===== config.mk =====
export PLATFORM = sky130hd
export DESIGN_NAME = mem_lsu
export DESIGN_NICKNAME = d
export VERILOG_FILES = /design/src/rtl/mem_lsu.sv
export SDC_FILE = /design/constraint.sdc
export NUM_CORES = 1
export LEC_CHECK = 0
export CELL_PAD_IN_SITES_DETAIL_PLACEMENT = 0
export CELL_PAD_IN_SITES_GLOBAL_PLACEMENT = 1
export CORE_UTILIZATION = 35
export DETAILED_ROUTE_END_ITERATION = 10
export HOLD_SLACK_MARGIN = 0.05
export PLACE_DENSITY_LB_ADDON = 0.3
export SLEW_MARGIN = 0
export SYNTH_ARGS = -nofsm -noshare
export SYNTH_HDL_FRONTEND = slang
export SYNTH_SLANG_ARGS = --single-unit

===== constraint.sdc =====
create_clock -name clk -period 3.1 [get_ports clk]
set_input_delay 0.62 -clock clk [delete_from_list [all_inputs] [get_ports clk]]
set_output_delay 0.62 -clock clk [all_outputs]
set_load 0.03 [all_outputs]

===== src/rtl/mem_lsu.sv =====
`default_nettype none
// ============================================================================
//  Module      : mem_lsu
//  Description : Memory stage. Registers ALU results toward the register file
//                and runs byte-serial loads/stores over a 1-cycle read-latency
//                byte bus, stalling EX while an access is in flight.
//  Revision    : 1.0  initial release
// ============================================================================
module mem_lsu #(
  parameter int ADDR_WIDTH     = 32,
  parameter int REG_ADDR_WIDTH = 5
) (
  input  logic                      clk,
  input  logic                      rst,
  input  logic                      ex_valid,
  input  logic                      ex_wreg,
  input  logic [REG_ADDR_WIDTH-1:0] ex_wd,
  input  logic [31:0]               ex_wdata,
  input  logic                      ex_is_load,
  input  logic                      ex_is_store,
  input  logic [2:0]                ex_funct3,
  input  logic [ADDR_WIDTH-1:0]     ex_mem_addr,
  input  logic [31:0]               ex_store_data,
  output logic                      stall_req,
  output logic                      mem_req,
  input  logic                      mem_gnt,
  output logic [ADDR_WIDTH-1:0]     mem_a,
  output logic                      mem_wr,
  output logic [7:0]                mem_dout,
  input  logic [7:0]                mem_din,
  output logic                      wb_we,
  output logic [REG_ADDR_WIDTH-1:0] wb_waddr,
  output logic [31:0]               wb_wdata
);

  typedef enum logic [1:0] {
    S_IDLE   = 2'd0,
    S_ACCESS = 2'd1,
    S_WAIT   = 2'd2
  } state_t;

  state_t                    state_q, state_d;
  logic [2:0]                cnt_q, cnt_d;        // bytes already issued
  logic [ADDR_WIDTH-1:0]     addr_q, addr_d;
  logic [31:0]               sdata_q, sdata_d;
  logic [1:0]                size_q, size_d;
  logic                      uns_q, uns_d;
  logic                      load_q, load_d;
  logic                      wreg_q, wreg_d;
  logic [REG_ADDR_WIDTH-1:0] rd_q, rd_d;
  logic [31:0]               ldata_q, ldata_d;    // load bytes gathered so far
  logic                      wb_we_q, wb_we_d;
  logic [REG_ADDR_WIDTH-1:0] wb_waddr_q, wb_waddr_d;
  logic [31:0]               wb_wdata_q, wb_wdata_d;

  logic                      w_mem_op;
  logic                      w_req_idle;
  logic                      w_access;
  logic [2:0]                w_last;
  logic [1:0]                w_byte_idx;
  logic [31:0]               w_merged;
  logic [31:0]               w_ext;
  logic [31:0]               w_sshift;

  assign w_mem_op   = ex_is_load | ex_is_store;
  assign w_req_idle = !rst && (state_q == S_IDLE) && ex_valid && w_mem_op;
  assign w_access   = !rst && (state_q == S_ACCESS);

  // Bus and stall outputs: requests are raised combinationally while waiting for a grant
  always_comb begin
    stall_req = w_req_idle | (!rst && (state_q != S_IDLE));
    mem_req   = w_req_idle | w_access;
    mem_wr    = w_access & ~load_q;
    mem_a     = w_access ? (addr_q + {{(ADDR_WIDTH-3){1'b0}}, cnt_q}) : '0;
    w_sshift  = sdata_q >> {cnt_q[1:0], 3'b000};
    mem_dout  = (w_access && !load_q) ? w_sshift[7:0] : 8'h00;
  end

  assign wb_we    = wb_we_q;
  assign wb_waddr = wb_waddr_q;
  assign wb_wdata = wb_wdata_q;

  // Next-state logic: accept in IDLE, issue N bytes, then one extra cycle for the last load byte
  always_comb begin
    state_d    = state_q;
    cnt_d      = cnt_q;
    addr_d     = addr_q;
    sdata_d    = sdata_q;
    size_d     = size_q;
    uns_d      = uns_q;
    load_d     = load_q;
    wreg_d     = wreg_q;
    rd_d       = rd_q;
    ldata_d    = ldata_q;
    wb_we_d    = 1'b0;
    wb_waddr_d = wb_waddr_q;
    wb_wdata_d = wb_wdata_q;

    case (size_q)
      2'd0:    w_last = 3'd0;
      2'd1:    w_last = 3'd1;
      default: w_last = 3'd3;
    endcase

    // The byte returned this cycle belongs to the previous issued address
    w_byte_idx = cnt_q[1:0] - 2'd1;
    w_merged   = ldata_q;
    case (w_byte_idx)
      2'd0:    w_merged[7:0]   = mem_din;
      2'd1:    w_merged[15:8]  = mem_din;
      2'd2:    w_merged[23:16] = mem_din;
      default: w_merged[31:24] = mem_din;
    endcase

    case (size_q)
      2'd0:    w_ext = {{24{~uns_q & w_merged[7]}}, w_merged[7:0]};
      2'd1:    w_ext = {{16{~uns_q & w_merged[15]}}, w_merged[15:0]};
      default: w_ext = w_merged;
    endcase

    case (state_q)
      S_IDLE: begin
        if (ex_valid && w_mem_op) begin
          if (mem_gnt) begin
            state_d = S_ACCESS;
            cnt_d   = 3'd0;
            addr_d  = ex_mem_addr;
            sdata_d = ex_store_data;
            size_d  = ex_funct3[1:0];
            uns_d   = ex_funct3[2];
            load_d  = ex_is_load;
            wreg_d  = ex_wreg;
            rd_d    = ex_wd;
            ldata_d = 32'h0;
          end
        end else if (ex_valid) begin
          wb_we_d    = ex_wreg;
          wb_waddr_d = ex_wd;
          wb_wdata_d = ex_wdata;
        end
      end
      S_ACCESS: begin
        cnt_d = cnt_q + 3'd1;
        if (load_q && (cnt_q != 3'd0)) begin
          ldata_d = w_merged;
        end
        if (cnt_q == w_last) begin
          state_d = load_q ? S_WAIT : S_IDLE;
        end
      end
      S_WAIT: begin
        wb_we_d    = wreg_q;
        wb_waddr_d = rd_q;
        wb_wdata_d = w_ext;
        state_d    = S_IDLE;
      end
      default: state_d = S_IDLE;
    endcase
  end

  // State registers; reset aborts any access in flight
  always_ff @(posedge clk) begin
    if (rst) begin
      state_q    <= S_IDLE;
      cnt_q      <= 3'd0;
      addr_q     <= '0;
      sdata_q    <= 32'h0;
      size_q     <= 2'd0;
      uns_q      <= 1'b0;
      load_q     <= 1'b0;
      wreg_q     <= 1'b0;
      rd_q       <= '0;
      ldata_q    <= 32'h0;
      wb_we_q    <= 1'b0;
      wb_waddr_q <= '0;
      wb_wdata_q <= 32'h0;
    end else begin
      state_q    <= state_d;
      cnt_q      <= cnt_d;
      addr_q     <= addr_d;
      sdata_q    <= sdata_d;
      size_q     <= size_d;
      uns_q      <= uns_d;
      load_q     <= load_d;
      wreg_q     <= wreg_d;
      rd_q       <= rd_d;
      ldata_q    <= ldata_d;
      wb_we_q    <= wb_we_d;
      wb_waddr_q <= wb_waddr_d;
      wb_wdata_q <= wb_wdata_d;
    end
  end

endmodule
`default_nettype wire


==> metrics.txt <==
Slew Viols, Final=0; CP cell instances=ha_4, inv_2, fa_2, nor2b_2, o211ai_1, buf_4, or4_4, a21oi_2, buf_6; core area=about 20,000 sq um; fmax=312 MHz; routability cong.=slightly above 0.8; Routed WL=23,500 um; CP arrival=around 2600 ps; Via density=approximately 5.3; reg2reg setup slack=approximately 660 ps; sequential fraction of the synthesis area=40.3%; Int Pwr=3.52 mW; clock latency on the worst-skew pair=420 ps; LEAKAGE=3.71 nW; Clock transition at path regs=60 ps; Synth Area in XOR/XNOR=1.42%; Comb power frac=14.4%; row count=52; Seq pwr share=42.2%; Clock Skew=9.36 ps; unrepaired setup endpoints after global routing=yes; Switching Fraction=approximately 27%; H-tree levels=4; pin count of the biggest net entering global routing=169; final setup fails=6; Synth Flop Type=dfxtp_1; vias in the first global route=7,046; Die Wd=147 um; Power Density=460 nW/um^2; Die ar.=between 20,000 and 25,000 sq um; Setup crit end kind=output pin; largest family of logic cells by synthesized area=compound AO/OA/AOI/OAI gates; CTS root buf=clkbuf_16; adder-cell share of the synthesized area=~1.6%; initial core utilization=36.1%; Worst Path Max Fanout=5; Post-synth ARST share=0%; Final min period=about 3200 ps; relative slew slack=48.5%; Synth Area in Compound Gates=22.7%; first-pass GRT wire length=37,400 um; Yosys warning count=0; Num CTS Buffers=17; First DRT Iteration DRCs=459; GRT Total Usage=21.9%; via count=7,406; n_diodes=0; Post-route DRC=0; proportion of synthesized area in mux cells=7.46%; I/O Buffers=199; WP data required=2480 ps; clock sinks=about 150; CTS tree=yes; cell area after synthesis=7400 sq um; Post-Synthesis Cells=937; boundary pin count=200; number of library cell types mapped by synthesis=between 50 and 60; actual slew at the worst max-slew pin=roughly 770 ps; syn nets=1,065; die height=147 um; post-route ant nets=0; Synth Register Bits=approximately 150; Synth Area per Inst=7.89 sq um; Post-CTS Hold Fix Bufs=0; CP max stage delay=480 ps; worst hold path type=reg -> reg; CP max stage cell=or4_4; Peak supply drop=0.383 mV; failing checks=setup timing; Congestion Overflow GR=0; kind of critical path=reg -> out; CTS Buffer Depth=2; hpwl dp=15,800 um; wire per inst=between 15 and 20 um; total power=4.83 mW; EDFF count, synth=0; clock power share=approximately 44%; Worst setup SP type=flip-flop; initial antenna violation count=0; status=finished with violations; Final Hold Vio Count=0; Sw Pwr=1.31 mW; Area Overhead vs Synth=42.0%; setup_tns=-345 ps; period utilisation layout=103%; Detailed Routing Iterations Pass 1=7; worst setup margin=-102 ps; share of layout cells above drive strength 1=15.5%; simple logic cell fraction of the synthesized area=a little over a fifth; Final nets=1,253; max-cap violation count=0
## what timing repair did
action,4_1_cts,5_1_grt
setup buffers,6,3
gates resized for setup,36,10
gates cloned,2,0
setup endpoints to repair,22,19
pin swaps,15,9
## cells in the final DEF, fill, tap and decap left out, types with 8 or more instances in the layout
cell type          n
clkdlybuf4s50_1  158
o211ai_1          10
o21ai_0           54
o31ai_1           10
and2_1             9
dfxtp_1          145
mux2i_1           18
nand2_1          203
buf_6             10
a21oi_1          144
clkbuf_16         17
a211oi_1          10
nand3b_1          17
buf_4             66
mux2_2            14
nand3_1           11
nor2_1            61
mux4_2             8
o41ai_1           16
## metrics by stage
| step | cell area (sq um) | std cells | utilization (%) | setup WS (ps) | hold slack [ps] |
|---|---|---|---|---|---|
| floorplan | 7410 | 937 | - | 15.9 | 431 |
| global placement | 9660 | 1365 | 47.1 | 210 | 437 |
| detailed placement | 9660 | 1365 | 47.1 | 197 | 444 |
| CTS | 10400 | 1405 | 50.9 | -121 | 452 |
| global route | 10500 | 1408 | 51.2 | -222 | 470 |
| finish | 10500 | 1408 | 51.2 | -102 | 450 |
## Yosys cell counts, types with 2 or more instances
master     count  area (sq um)
or4_1         10          75.1
o21ai_0       54           270
nand2b_1       4          25.0
and3_1         8          50.1
or2_2          3          18.8
ha_1           8           100
inv_1          8          30.0
nand3_1       13          65.1
a211oi_1      11          82.6
buf_2         18          90.1
mux2i_1       20           200
and4_1         5          43.8
o2111ai_1      2          17.5
xnor2_1        7          61.3
clkbuf_1      50           188
nor2_1        61           229
or3_1          6          37.5
dfxtp_1      149          2980
nand3b_1      17           128
nand2_1      203           762
a21oi_1      151           756
o31ai_1       11          82.6
buf_4          3          22.5
xor2_1         5          43.8
mux2_2        14           158
o41ai_1       16           140
o21a_1         4          30.0
a222oi_1       7          70.1
buf_1          4          15.0
a311oi_1       5          43.8
mux4_2         8           180
and2_1         9          56.3
nor3_1         6          30.0
nor2b_1        3          18.8
o211ai_1      10          75.1
nand4_1        4          25.0
## power by group through the flow
stage	Combinational (mW)	Clock, mW	Sequential (mW)
floorplan	0.314	0	2.11
global placement	0.690	0	2.07
detailed placement	0.691	0	2.08
CTS	0.698	2.14	2.03
global route	0.755	2.23	2.04
finish	0.694	2.10	2.03
## routing by layer
layer  part of all wire, %  wire length, um  vias to the layer above  global-route usage, %
met4                   1.4              337                        0                   6.24
met1                    48            11300                     3477                   31.0
met2                    45            10500                      203                   33.0
li1                      -                -                     3706                      -
met3                   5.8             1370                       20                   5.12
met5                     0                0                        -                      0
## layout make-up
type	instances	area, sq um
fillers	2008	9990
inverters	9	33.8
well taps	270	338
clock inverters	15	170
multi-input cells	705	4230
repair buffers	243	2320
clock buffers	17	425
flip-flops and latches	149	2990
## final timing paths
path,to,start,cells past startpoint
worst max-delay path,mem_a[30],cnt_q[0]$_SDFFE_PP0P_,9
worst min-delay path,sdata_q[18]$_SDFFE_PP0P_,sdata_q[18]$_SDFFE_PP0P_,2
worst max register to register,wb_wdata[16]$_SDFFE_PP0P_,cnt_q[0]$_SDFFE_PP0P_,7
worst min register to register,sdata_q[18]$_SDFFE_PP0P_,sdata_q[18]$_SDFFE_PP0P_,2
## sequential cells by signal, summed over array words and instances, names as in the netlist
name      cells
rd_q          5
load_q        1
wb_waddr      5
sdata_q      32
uns_q         1
size_q        2
wb_we         1
cnt_q         3
addr_q       32
wreg_q        1
state_q       2
wb_wdata     32
ldata_q      32
## logic make-up (layout without fill, tap and decap cells)
kind of cell	count (synthesis)	after routing
buffers and inverters	84	284
flip-flops	149	149
adder cells (fa/ha/maj)	9	9
AO/OA/AOI/OAI	283	284
multiplexers	43	43
AND/OR/NAND/NOR	357	357
XOR/XNOR	12	12
## worst max-delay path, delay by kind of cell, from the launching register on
family,cells,cell delay (ps)
adder cells (fa/ha/maj),2,480
flip-flops,1,350
buffers and inverters,3,380
AO/OA/AOI/OAI,2,310
AND/OR/NAND/NOR,2,630
Note: power is estimated with default switching activity, not from simulation.
